$ cat src/rtl/mod_exp_pkg.sv
// mod_exp_pkg: shared widths and FSM state encoding for the
// modular-exponentiation controller and its multiplier.
package mod_exp_pkg;

    localparam int WIDTH  = 16;
    localparam int PWIDTH = 2 * WIDTH;

    typedef enum logic [2:0] {
        S_IDLE,
        S_REDUCE,
        S_MULT,
        S_SQUARE,
        S_DONE
    } state_e;

endpackage

$ cat src/rtl/mod_exp_mul.sv
// mul_16x16: combinational unsigned WIDTH x WIDTH -> PWIDTH multiplier.
// Ports: a_i, b_i operands; p_o full-width product.
module mul_16x16
    import mod_exp_pkg::*;
(
    input  logic [WIDTH-1:0]  a_i,
    input  logic [WIDTH-1:0]  b_i,
    output logic [PWIDTH-1:0] p_o
);

    assign p_o = {{WIDTH{1'b0}}, a_i} * {{WIDTH{1'b0}}, b_i};

endmodule

$ cat src/rtl/mod_exp.sv
// mod_exp: base^exponent mod modulus by right-to-left square-and-multiply,
// reducing every product through an external remainder unit (mod).
// Ports: clk/rstn; start + base/exponent/modulus request; busy, done,
// result, err status; mod_gen/mod_dividend/mod_divisor to the remainder
// unit and mod_gen_end/mod_res back from it.
module mod_exp
    import mod_exp_pkg::*;
(
    input  logic              clk,
    input  logic              rstn,
    input  logic              start,
    input  logic [WIDTH-1:0]  base,
    input  logic [WIDTH-1:0]  exponent,
    input  logic [WIDTH-1:0]  modulus,
    output logic              busy,
    output logic              done,
    output logic [WIDTH-1:0]  result,
    output logic              err,
    output logic              mod_gen,
    output logic [PWIDTH-1:0] mod_dividend,
    output logic [PWIDTH-1:0] mod_divisor,
    input  logic              mod_gen_end,
    input  logic [PWIDTH-1:0] mod_res
);

    state_e            state_q;
    state_e            state_d;
    logic [WIDTH-1:0]  b_q, e_q, n_q, acc_q;
    logic [WIDTH-1:0]  b_d, e_d, acc_d;
    logic [WIDTH-1:0]  raw, r, e_sh, fin;
    logic [WIDTH-1:0]  mul_a, mul_b;
    logic [PWIDTH-1:0] prod;
    logic              busy_q, done_q, err_q, gen_q;
    logic [WIDTH-1:0]  result_q;
    logic [PWIDTH-1:0] dvd_q, dvs_q;
    logic              unused_hi;

    // Upper remainder bits are always zero since the divisor fits WIDTH.
    assign unused_hi = ^mod_res[PWIDTH-1:WIDTH];

    // The remainder unit may return n instead of 0; fold that back once.
    assign raw  = mod_res[WIDTH-1:0];
    assign r    = (raw >= n_q) ? raw - n_q : raw;
    assign e_sh = e_q >> 1;

    always_comb begin
        b_d     = r;
        acc_d   = acc_q;
        e_d     = e_q;
        state_d = S_IDLE;
        unique case (state_q)
            S_REDUCE: begin
                if (e_q == '0)
                    state_d = S_DONE;
                else if (e_q[0])
                    state_d = S_MULT;
                else
                    state_d = S_SQUARE;
            end
            S_MULT: begin
                b_d     = b_q;
                acc_d   = r;
                state_d = (e_sh == '0) ? S_DONE : S_SQUARE;
            end
            S_SQUARE: begin
                e_d     = e_sh;
                state_d = e_sh[0] ? S_MULT : S_SQUARE;
            end
            default: begin
                b_d = b_q;
            end
        endcase
    end

    // One multiplier shared by acc*b and b*b, fed with post-capture values
    // so the next request's dividend is ready on the capture edge.
    assign mul_a = (state_d == S_MULT) ? acc_d : b_d;
    assign mul_b = b_d;
    assign fin   = (n_q == WIDTH'(1)) ? '0 : acc_d;

    mul_16x16 u_mul (
        .a_i (mul_a),
        .b_i (mul_b),
        .p_o (prod)
    );

    always_ff @(posedge clk or negedge rstn) begin
        if (!rstn) begin
            state_q  <= S_IDLE;
            b_q      <= '0;
            e_q      <= '0;
            n_q      <= '0;
            acc_q    <= '0;
            busy_q   <= 1'b0;
            done_q   <= 1'b0;
            err_q    <= 1'b0;
            gen_q    <= 1'b0;
            result_q <= '0;
            dvd_q    <= '0;
            dvs_q    <= '0;
        end else begin
            gen_q  <= 1'b0;
            done_q <= 1'b0;
            unique case (state_q)
                S_IDLE: begin
                    if (start) begin
                        b_q   <= base;
                        e_q   <= exponent;
                        n_q   <= modulus;
                        acc_q <= WIDTH'(1);
                        dvs_q <= {{WIDTH{1'b0}}, modulus};
                        if (modulus == '0) begin
                            err_q    <= 1'b1;
                            result_q <= '0;
                            done_q   <= 1'b1;
                            state_q  <= S_DONE;
                        end else begin
                            busy_q  <= 1'b1;
                            gen_q   <= 1'b1;
                            dvd_q   <= {{WIDTH{1'b0}}, base};
                            state_q <= S_REDUCE;
                        end
                    end
                end
                S_REDUCE, S_MULT, S_SQUARE: begin
                    if (mod_gen_end) begin
                        b_q     <= b_d;
                        e_q     <= e_d;
                        acc_q   <= acc_d;
                        state_q <= state_d;
                        if (state_d == S_DONE) begin
                            busy_q   <= 1'b0;
                            done_q   <= 1'b1;
                            err_q    <= 1'b0;
                            result_q <= fin;
                        end else begin
                            gen_q <= 1'b1;
                            dvd_q <= prod;
                        end
                    end
                end
                S_DONE: begin
                    state_q <= S_IDLE;
                end
                default: begin
                    state_q <= S_IDLE;
                end
            endcase
        end
    end

    assign busy         = busy_q;
    assign done         = done_q;
    assign result       = result_q;
    assign err          = err_q;
    assign mod_gen      = gen_q;
    assign mod_dividend = dvd_q;
    assign mod_divisor  = dvs_q;

endmodule

$ cat config.mk
export PLATFORM = sky130hd
export DESIGN_NAME = mod_exp
export DESIGN_NICKNAME = d
export VERILOG_FILES = /design/src/rtl/mod_exp_pkg.sv /design/src/rtl/mod_exp_mul.sv /design/src/rtl/mod_exp.sv
export SDC_FILE = /design/constraint.sdc
export NUM_CORES = 1
export LEC_CHECK = 0
export BUFFER_PORTS_ARGS = -buffer_cell sky130_fd_sc_hd__buf_2
export CAP_MARGIN = 40
export CORE_ASPECT_RATIO = 0.8
export CORE_MARGIN = 2
export CORE_UTILIZATION = 56
export DETAILED_ROUTE_END_ITERATION = 10
export PLACE_DENSITY = 0.77
export SLEW_MARGIN = 20
export SYNTH_ARGS = -nofsm -noshare
export SYNTH_HDL_FRONTEND = slang
export SYNTH_SLANG_ARGS = --single-unit
$ cat constraint.sdc
create_clock -name clk -period 16.4 [get_ports clk]
set_input_delay 0.82 -clock clk [delete_from_list [all_inputs] [get_ports clk]]
set_output_delay 0.82 -clock clk [all_outputs]
set_load 0.01 [all_outputs]
==> results of run 1 <==
## layout make-up
type | count | area, um2 | area share (%)
flip-flops and latches | 119 | 2980 | 17.3
clock buffers | 17 | 425 | 2.47
well taps | 364 | 455 | 2.65
inverters | 259 | 972 | 5.65
multi-input cells | 1330 | 11300 | 65.5
repair buffers | 160 | 920 | 5.35
clock inverters | 15 | 174 | 1.01
diodes | 1 | 2.50 | 0.0146
## synth_stat cells, drive strengths merged (24+ instances only)
library cell,n
nand2,244
a21o,24
clkbuf,34
buf,47
dfrtp,119
nand3,36
a31oi,35
ha,120
nor2,176
inv,259
o21ai,106
a21oi,69
fa,195
and2,30
o21a,26
## worst max-delay path: cells and delay by family
| kind | cells | cell delay, ps |
|---|---|---|
| fa+ha+maj | 8 | 3880 |
| mux | 1 | 220 |
| buf+inv | 4 | 300 |
| compound gates | 9 | 3530 |
| simple gates | 6 | 950 |
## how the worst max path moves through the flow
stage / end / slack (ps) / cells past startpoint
2_1_floorplan: mod_dividend[18]$_DFFE_PN0P_ / 8490 / 26
3_3_place_gp: mod_dividend[31]$_DFFE_PN0P_ / 6840 / 29
3_5_place_dp: mod_dividend[30]$_DFFE_PN0P_ / 6810 / 28
4_1_cts: mod_dividend[31]$_DFFE_PN0P_ / 7150 / 28
5_1_grt: mod_dividend[31]$_DFFE_PN0P_ / 6470 / 28
6_report: mod_dividend[31]$_DFFE_PN0P_ / 7000 / 28
## metal layers
| layer | vias up | GRT usage, % | share of wire (%) |
|---|---|---|---|
| met2 | 784 | 46.5 | 41 |
| met1 | 6472 | 48.1 | 43 |
| li1 | 6083 | - | - |
| met5 | - | 0 | 0 |
| met3 | 103 | 13.7 | 14 |
| met4 | 0 | 9.56 | 2.9 |
## state kept, by name, indices dropped and copies added (netlist names)
signal and count:
state_q 3, e_q 16, busy 1, done 1, acc_q 16, err 1, b_q 16, mod_divisor 16
mod_dividend 32, mod_gen 1, result 16
## cell families after synthesis
kind of cell	count (synthesis)	share of synthesized area, %
muxes	32	2.31
other	1	0.0241
adders and majority gates	315	34.7
buffers and inverters	340	8.98
xor gates and xnor gates	25	1.41
and+or+nand+nor	568	16.0
DFF	119	19.1
AOI/OAI and AO/OA	374	17.4
## stage by stage
stage | instances | setup slack, ps
floorplan | 1789 | 8490
global placement | 2221 | 6840
detailed placement | 2228 | 6810
CTS | 2260 | 7150
global route | 2264 | 6470
finish | 2265 | 7000
## cell usage in the layout (no fill, tap or decap), types with 8 or more instances in the layout
master,synthesis,final
ha_1,120,120
xnor2_1,18,18
a31oi_1,28,28
or3_1,14,14
buf_4,19,19
dfrtp_1,119,119
mux2_2,21,21
inv_1,259,259
buf_2,23,134
nand2_1,243,243
o211ai_1,8,8
nor4_1,10,10
conb_1,1,16
and2_1,30,30
o22ai_1,8,8
nor2_1,175,172
nand3_1,31,31
o21ai_1,8,8
and3_1,12,12
nor3_1,20,19
o21ai_2,10,10
o21ai_0,86,86
a211oi_1,8,8
fa_1,195,195
mux2i_1,10,10
a22o_1,23,23
clkbuf_16,0,17
a21oi_1,63,63
o21a_1,24,24
o221ai_1,8,8
a21o_1,23,23
==> metrics.md, run 1 <==
| Metric | Value |
|---|---|
| Status | `completed` |
| Worst Max-Slew Pin Slew | `between 800 and 900 ps` |
| Clk buf depth | `2` |
| Gr ovfl total | `0` |
| CP Class | `input pin to flip-flop` |
| Setup TNS | `0 ps` |
| Worst hold path type | `input pin to async pin` |
| CTS clk-pin slew, worst paths | `around 60 ps` |
| CP dominant cell by count | `fa_1` |
| CTS Root Cell | `clkbuf_16` |
| Maxcap violations | `0` |
| Routed len/inst | `20.6 um` |
| Final Skew | `18.9 ps` |
| Initial antenna violation count | `0` |
| Area Overhead vs Synth | `10.4%` |
| Fin. Hold Viols | `0` |
| Clock Latency Late Sink | `440 ps` |
| DP Wirelength | `37.0 mm` |
| Req. time, crit path | `approximately 17000 ps` |
| Util after Layout | `63.0%` |
| GPL Wtd Cong | `between 0.9 and 1` |
| Post-layout nets | `~2300` |
| Finished Cell Area | `~17000 um2` |
| First-pass GRT wire length | `~75 mm` |
| Top cells by area, synth | `fa_1 (25%), dfrtp_1 (19%), ha_1 (9.6%), inv_1 (6.2%), nand2_1 (5.9%)` |
| Largest net degree at the start of global routing | `55` |
| PostCTS Resize Cnt | `0` |
| Crit-path max cell delay | `610 ps` |
| Yosys reg bits | `approximately 120` |
| Hold WS | `353 ps` |
| Crit start category | `input pin` |
| Mapped cell area | `between 15000 and 20000 um2` |
| WL final | `46.6 mm` |
| Cts hold-fix bufs | `0` |
| Largest area contributor in the netlist | `fa_1` |
| Critical Path Start | `mod_res[7]` |
| Total GRT Usage | `approximately 34%` |
| Area after DPL | `16500 um2` |
| Via count of the routed design | `~13000` |
| IO Count | `~170` |
| DRC violations left | `0` |
| Setup slack, reg-to-reg | `7020 ps` |
| CP Data Arrival Time | `approximately 9700 ps` |
| Reg-to-Reg Start | `mod_divisor[7]$_DFFE_PN0P_` |
| Synth top area share | `about a quarter` |
| DIE WIDTH | `between 150 and 200 um` |
| Post-CTS setup buffer count | `0` |
| Starting Density | `57.0%` |
| H-tree Lvls | `4` |
| CTS buffer count | `17` |
| Seq/Total Area, Yosys | `about a fifth` |
| Worst path slowest cell | `a21o_1` |
| Post-synth EDFFs | `0` |
| Highest clock rate | `106 MHz` |
| Worst reg-to-reg path cell count | `28` |
| Drt first-iter violations | `approximately 1300` |
| Async S/R FF share, synth | `100%` |
| Syn Inst Count | `1774` |
| Fillcell total | `2334` |
| DRT Pass-1 Iters | `5` |
| Post-synth cell types | `between 80 and 90` |
| Max transition margin | `between 40% and 50%` |
| Vias per inst | `approximately 5.9` |
| Setup violators final | `0` |
| Fin. max-slew vios | `0` |
| I/O Buffers | `roughly 140` |
| Share of layout cells above drive strength 1 | `14.5%` |
| RSZ-0062 raised after global routing | `no` |
| Critical Path End Type | `flip-flop` |
| CTS tree | `yes` |
| Clock sinks | `119` |
| Syn Area/Cell | `a little under 9 um2` |
| Full die area | `between 20000 and 30000 um2` |
| Vias in the first global route | `about 14000` |
| CORE AREA | `roughly 27000 um2` |
| R2R Path End | `mod_dividend[31]$_DFFE_PN0P_` |
| Final antenna-violating net count | `0` |
| Warnings from Yosys | `0` |
| Final min period | `around 9400 ps` |
| Main flop type after synthesis | `dfrtp_1` |
| Site Rows | `between 50 and 60` |
| Worst-path maximum fanout | `19` |
| Die H | `around 150 um` |
| Tcrit/Tclk final | `between 50% and 60%` |
Power of run 1 is not shown: default switching activity piles up to over one toggle a cycle in this logic, so the estimate is an artifact.
==> run 2, diff against run 1 <==
clock period = 8.7 ns   (was 16.4 ns; I/O delays follow)
==> metrics.md, run 2 (synthesized netlist as in run 1, its figures left out) <==
| Metric | Value |
|---|---|
| DP Wirelength | `39.2 mm (+6.0%)` |
| CTS buffer count | `17 (unchanged)` |
| CP dominant cell by count | `fa_1` |
| Setup TNS | `0 ps (unchanged)` |
| Maxcap violations | `0 (unchanged)` |
| Clock Latency Late Sink | `450 ps (about the same)` |
| IO Count | `168 (unchanged)` |
| Critical Path End Type | `flip-flop` |
| Family with the most delay on the worst path | `adder cells` |
| Starting Density | `57.0% (unchanged)` |
| Final min period | `roughly 8400 ps` |
| Fin. Hold Viols | `0 (unchanged)` |
| Initial antenna violation count | `0 (unchanged)` |
| Max transition margin | `44.2% (-0.22 points)` |
| DRC violations left | `0 (unchanged)` |
| CP Class | `flip-flop to flip-flop` |
| Full die area | `29200 um2 (unchanged)` |
| Highest clock rate | `119 MHz` |
| CP Data Arrival Time | `8800 ps (-920 ps)` |
| GPL Wtd Cong | `1.02 (+6.0%)` |
| DIE WIDTH | `190 um (unchanged)` |
| Clk buf depth | `2 (unchanged)` |
| Share of layout cells above drive strength 1 | `17.6% (+3.1 points)` |
| Worst-path maximum fanout | `9 (-10)` |
| Routed len/inst | `21.2 um (+3.2%)` |
| Final antenna-violating net count | `0 (unchanged)` |
| Most frequent cells in the layout | `inv_1 (259), nand2_1 (242), fa_1 (194)` |
| Post-layout nets | `2346 (+2.6%)` |
| Tcrit/Tclk final | `a little over nine tenths` |
| DRT Pass-1 Iters | `6 (+1)` |
| Fin. max-slew vios | `0 (unchanged)` |
| Setup WS post-layout | `278 ps (-6720 ps)` |
| WL met2 | `20.5 mm (+8.4%)` |
| CTS Root Cell | `clkbuf_16` |
| Highest routed layer | `met4` |
| Setup violators final | `0 (unchanged)` |
| Clock sinks | `119 (unchanged)` |
| Status | `completed` |
| Total GRT Usage | `35.1% (+1.6 points)` |
| Drt first-iter violations | `1509 (+15%)` |
| CP Buf/Inv Count | `6 (+2)` |
| Via count of the routed design | `13800 (+2.9%)` |
| Commonest non-fill, non-tap cell in the layout | `inv_1` |
| CTS tree | `yes` |
| Worst path slowest cell | `fa_1` |
| Crit start category | `flip-flop` |
| Crit-path max cell delay | `530 ps (-80 ps)` |
| Req. time, crit path | `9070 ps (-7650 ps)` |
| Vias per inst | `5.95 (+0.30%)` |
| Gr ovfl total | `0 (unchanged)` |
| WL met1 | `20.8 mm (+4.0%)` |
| I/O Buffers | `135 (unchanged)` |
| Largest register FFs | `32 (unchanged)` |
| Area Overhead vs Synth | `13.5%` |
| Cts hold-fix bufs | `0 (unchanged)` |
| Site Rows | `54 (unchanged)` |
| Final Skew | `22.8 ps (+3.84 ps)` |
| Worst hold path type | `input pin to async pin` |
| Largest net degree at the start of global routing | `64 (+16%)` |
| CTS clk-pin slew, worst paths | `70 ps (about the same)` |
| Vias in the first global route | `14000 (+3.0%)` |
| Worst Max-Slew Pin Slew | `834 ps (+23.4 ps)` |
| Met3 WL post-DR | `6.65 mm (+4.3%)` |
| CORE AREA | `27300 um2 (unchanged)` |
| RSZ-0062 raised after global routing | `no` |
| Pre-CTS worst setup slack | `155 ps (-6650 ps)` |
| ANT cells | `0 (-1)` |
| Die H | `153 um (unchanged)` |
| WL final | `49.3 mm (+5.9%)` |
| First-pass GRT wire length | `77.9 mm (+4.4%)` |
| H-tree Lvls | `4 (unchanged)` |
==> run 2: changes by cell type in the layout (fill, tap and decap cells not counted), sizes merged <==
| cell | previous run | this run |
|---|---|---|
| inv | 270 | 266 |
| bufinv | 1 | 0 |
| clkbuf | 17 | 18 |
| diode | 1 | 0 |
| clkinvlp | 1 | 2 |
| o211ai | 10 | 11 |
| clkinv | 2 | 5 |
| buf | 160 | 219 |
==> run 2: worst paths after layout <==
| check | startpoint | to | slack [ps] | depth (start not counted) |
|---|---|---|---|---|
| max in group asynchronous | rstn | result[5]$_DFFE_PN0P_ | 7650 | 3 |
| max reg2reg | mod_divisor[7]$_DFFE_PN0P_ | mod_dividend[24]$_DFFE_PN0P_ | 280 | 29 |
| min reg2reg | mod_dividend[19]$_DFFE_PN0P_ | mod_dividend[19]$_DFFE_PN0P_ | 490 | 2 |
| max | mod_divisor[7]$_DFFE_PN0P_ | mod_dividend[24]$_DFFE_PN0P_ | 280 | 29 |
| min | rstn | e_q[5]$_DFFE_PN0P_ | 50 | 1 |
| min in group clk | modulus[5] | mod_divisor[5]$_DFFE_PN0P_ | 250 | 2 |
==> run 2: per-layer routing <==
| layer | vias up | GRT usage (%) |
|---|---|---|
| met1 | 6774 | 50.6 |
| li1 | 6180 | - |
| met3 | 105 | 12.9 |
| met4 | 0 | 11.1 |
| met5 | - | 0 |
| met2 | 774 | 49.0 |
==> run 2: final cells by class <==
class / count / area [um2]
Inverter: 259 / 972
Fill cell: 2329 / 9630
Sequential cell: 119 / 2980
Multi-Input combinational cell: 1331 / 11300
Clock inverter: 14 / 138
Tap cell: 364 / 455
Clock buffer: 18 / 439
Timing Repair Buffer: 219 / 1340
==> run 2: timing repair <==
action,4_1_cts,5_1_grt
endpoints found under the setup margin,0,16
gates resized for setup,0,17
setup buffers,0,9
==> run 2: stage by stage <==
step | util, % | hold WS [ps] | cell area [um2] | instances
5_1_grt | 64.7 | 118 | 17700 | 2324
4_1_cts | 64.1 | 70.2 | 17500 | 2313
2_1_floorplan | - | 139 | 15600 | 1789
6_report | 64.7 | 50.1 | 17700 | 2324
3_5_place_dp | 62.0 | 469 | 16900 | 2281
3_3_place_gp | 61.8 | 458 | 16900 | 2277
Power of run 2 is left out for the same reason.
==> run 3, diff against run 2 <==
SYNTH_HIERARCHICAL = 1   (was default)
==> metrics.md, run 3 <==
| Metric | Value |
|---|---|
| Status | `completed` |
| Post-layout nets | `2376 (+1.3%)` |
| IO Count | `168 (unchanged)` |
| Total GRT Usage | `32.4% (-2.7 points)` |
| Post-synth cell types | `96 (+10%)` |
| CTS Root Cell | `clkbuf_16` |
| Syn Area/Cell | `8.66 um2 (-1.3%)` |
| CP Buf/Inv Count | `2 (-4)` |
| Final Skew | `11.8 ps (-10.9 ps)` |
| Final min period | `8320 ps (-98.2 ps)` |
| Drt first-iter violations | `1128 (-25%)` |
| Top cells by area, synth | `fa_1 (25%), dfrtp_1 (19%), ha_1 (9.5%), nand2_1 (7.2%), inv_1 (6.2%)` |
| Vias in the first global route | `13700 (-2.0%)` |
| I/O Buffers | `135 (unchanged)` |
| Gr ovfl total | `0 (unchanged)` |
| RSZ-0062 raised after global routing | `no` |
| Max transition margin | `39.9% (-4.3 points)` |
| Family with the most delay on the worst path | `adder cells` |
| Finished Layout Cells | `2354 (+1.3%)` |
| CTS clk-pin slew, worst paths | `60 ps (about the same)` |
| Crit start category | `flip-flop` |
| Site Rows | `54 (unchanged)` |
| CP Class | `flip-flop to flip-flop` |
| Multi-input logic area | `11400 um2 (+0.14%)` |
| Highest clock rate | `120 MHz (+1.2%)` |
| Async S/R FF share, synth | `100% (unchanged)` |
| CP Data Arrival Time | `8650 ps (-150 ps)` |
| Main flop type after synthesis | `dfrtp_1` |
| Cts hold-fix bufs | `0 (unchanged)` |
| DRC violations left | `0 (unchanged)` |
| Syn Inst Count | `1823 (+2.8%)` |
| Synth top area share | `24.7% (-0.35 points)` |
| Fillcell total | `2256 (-3.1%)` |
| Critical Path End Type | `flip-flop` |
| Initial antenna violation count | `1 (+1)` |
| DIE WIDTH | `192 um (+0.70%)` |
| Register Area | `2980 um2 (unchanged)` |
| GPL Wtd Cong | `0.982 (-4.1%)` |
| Placed insts | `2319 (+1.7%)` |
| Maxcap violations | `0 (unchanged)` |
| Routed len/inst | `19.5 um (-8.2%)` |
| Via count of the routed design | `13800 (-0.065%)` |
| Clk buf depth | `2 (unchanged)` |
| Clock Latency Late Sink | `430 ps (-20 ps)` |
| Starting Density | `57.4% (+0.38 points)` |
| Clock sinks | `119 (unchanged)` |
| Fin. max-slew vios | `0 (unchanged)` |
| CTS tree | `yes` |
| Vias per inst | `5.87 (-1.3%)` |
| ANT cells | `0 (unchanged)` |
| Synth top cells by count | `nand2_1 (305), inv_1 (261), fa_1 (195), ha_1 (120), dfrtp_1 (119)` |
| Hold WS | `17.5 ps (-32.6 ps)` |
| WL final | `45.9 mm (-7.0%)` |
| First-pass GRT wire length | `74.8 mm (-4.0%)` |
| Full die area | `29600 um2 (+1.4%)` |
| Req. time, crit path | `9020 ps (-50 ps)` |
| Post-synth EDFFs | `0 (unchanged)` |
| Mapped cell area | `15800 um2 (+1.4%)` |
| Setup TNS | `0 ps (unchanged)` |
| Die H | `154 um (+0.69%)` |
| Setup violators final | `0 (unchanged)` |
| Share of layout cells above drive strength 1 | `16.5% (-1.1 points)` |
| Largest net degree at the start of global routing | `57 (-11%)` |
| CORE AREA | `27500 um2 (+0.74%)` |
| Largest area contributor in the netlist | `fa_1` |
| Worst-path maximum fanout | `7 (-2)` |
| Area Overhead vs Synth | `13.1%` |
| Commonest non-fill, non-tap cell in the layout | `nand2_1` |
| Fin. Hold Viols | `0 (unchanged)` |
| Count leader, synth | `nand2_1` |
| Tcrit/Tclk final | `95.7% (-1.1 points)` |
| DRT Pass-1 Iters | `6 (unchanged)` |
| Crit-path max cell delay | `600 ps (+70 ps)` |
| Yosys reg bits | `119 (unchanged)` |
| Warnings from Yosys | `6 (+6)` |
| CTS buffer count | `17 (unchanged)` |
| DP Wirelength | `36.1 mm (-8.0%)` |
| Seq/Total Area, Yosys | `18.9% (-0.27 points)` |
| Largest register FFs | `32 (unchanged)` |
| H-tree Lvls | `4 (unchanged)` |
| CP dominant cell by count | `fa_1` |
| Worst Max-Slew Pin Slew | `897 ps (+63.2 ps)` |
| Most frequent cells in the layout | `nand2_1 (305), inv_1 (261), fa_1 (195)` |
| Final antenna-violating net count | `0 (unchanged)` |
| Worst hold path type | `input pin to async pin` |
| Worst path slowest cell | `o22ai_1` |
-- run 3: layout make-up --
cell class | instances | share of cell area, %
repair buffers | 221 | 7.88
multi-input cells | 1356 | 63.6
well taps | 364 | 2.55
clock inverters | 13 | 1.35
clock buffers | 19 | 2.42
inverters | 262 | 5.51
flip-flops and latches | 119 | 16.7
-- run 3: layer usage --
layer | wire [um] | share of wire (%) | GRT usage (%) | vias to the layer above
met5 | 9 | 0.020 | 0 | -
met1 | 20100 | 44 | 48.3 | 6795
met2 | 19800 | 43 | 46.5 | 719
met3 | 5130 | 11 | 10.1 | 78
met4 | 790 | 1.7 | 6.59 | 2
li1 | - | - | - | 6230
-- run 3: logic make-up after synthesis --
group / share of synthesized area (%)
simple gates: 18.7
buf+inv: 9.82
compound gates: 14.6
fa+ha+maj: 34.2
flops: 18.9
xor+xnor: 1.94
mux: 1.81
other cells: 0.0237
-- run 3: per-stage QoR --
step	util (%)	area [um2]	setup slack (ps)
2_1_floorplan	-	15800	823
3_3_place_gp	62.0	17000	278
3_5_place_dp	62.2	17100	270
4_1_cts	64.7	17800	325
5_1_grt	64.9	17900	17.1
6_report	64.9	17900	376
-- run 3: final timing paths --
check	end	from	slack, ps	cells after the start
max reg2reg	mod_dividend[29]$_DFFE_PN0P_	mod_divisor[0]$_DFFE_PN0P_	380	27
max in group asynchronous	b_q[6]$_DFFE_PN0P_	rstn	7630	3
max	mod_dividend[29]$_DFFE_PN0P_	mod_divisor[0]$_DFFE_PN0P_	380	27
min reg2reg	err$_DFFE_PN0P_	err$_DFFE_PN0P_	480	1
min in group clk	e_q[3]$_DFFE_PN0P_	exponent[3]	250	3
min	e_q[14]$_DFFE_PN0P_	rstn	20	1
-- run 3: worst register-to-register path, stage by stage, from the launching register on --
cell and delay, ps:
dfrtp_1 420, ha_1 250, fa_1 410, nor2b_2 230
o31ai_4 100, a31oi_4 270, o21ai_4 140, buf_12 160
a211oi_2 290, a211oi_2 130, o22ai_1 600, nand2_1 190
fa_1 530, fa_1 580, fa_1 450, fa_1 580
fa_1 470, fa_1 590, inv_1 70, ha_1 280
a21oi_1 240, o211ai_1 150, a21bo_2 230, o31a_4 360
a2111oi_2 290, a211oi_1 90, nand2_1 70, nand2_1 50
-- run 3: timing repair --
action / 4_1_cts / 5_1_grt
endpoints found under the setup margin: 0 / 6
endpoints found under the hold margin: 0 / 0
buffers inserted: 0 / 1
gates resized for setup: 0 / 4
Power of run 3 is left out for the same reason.
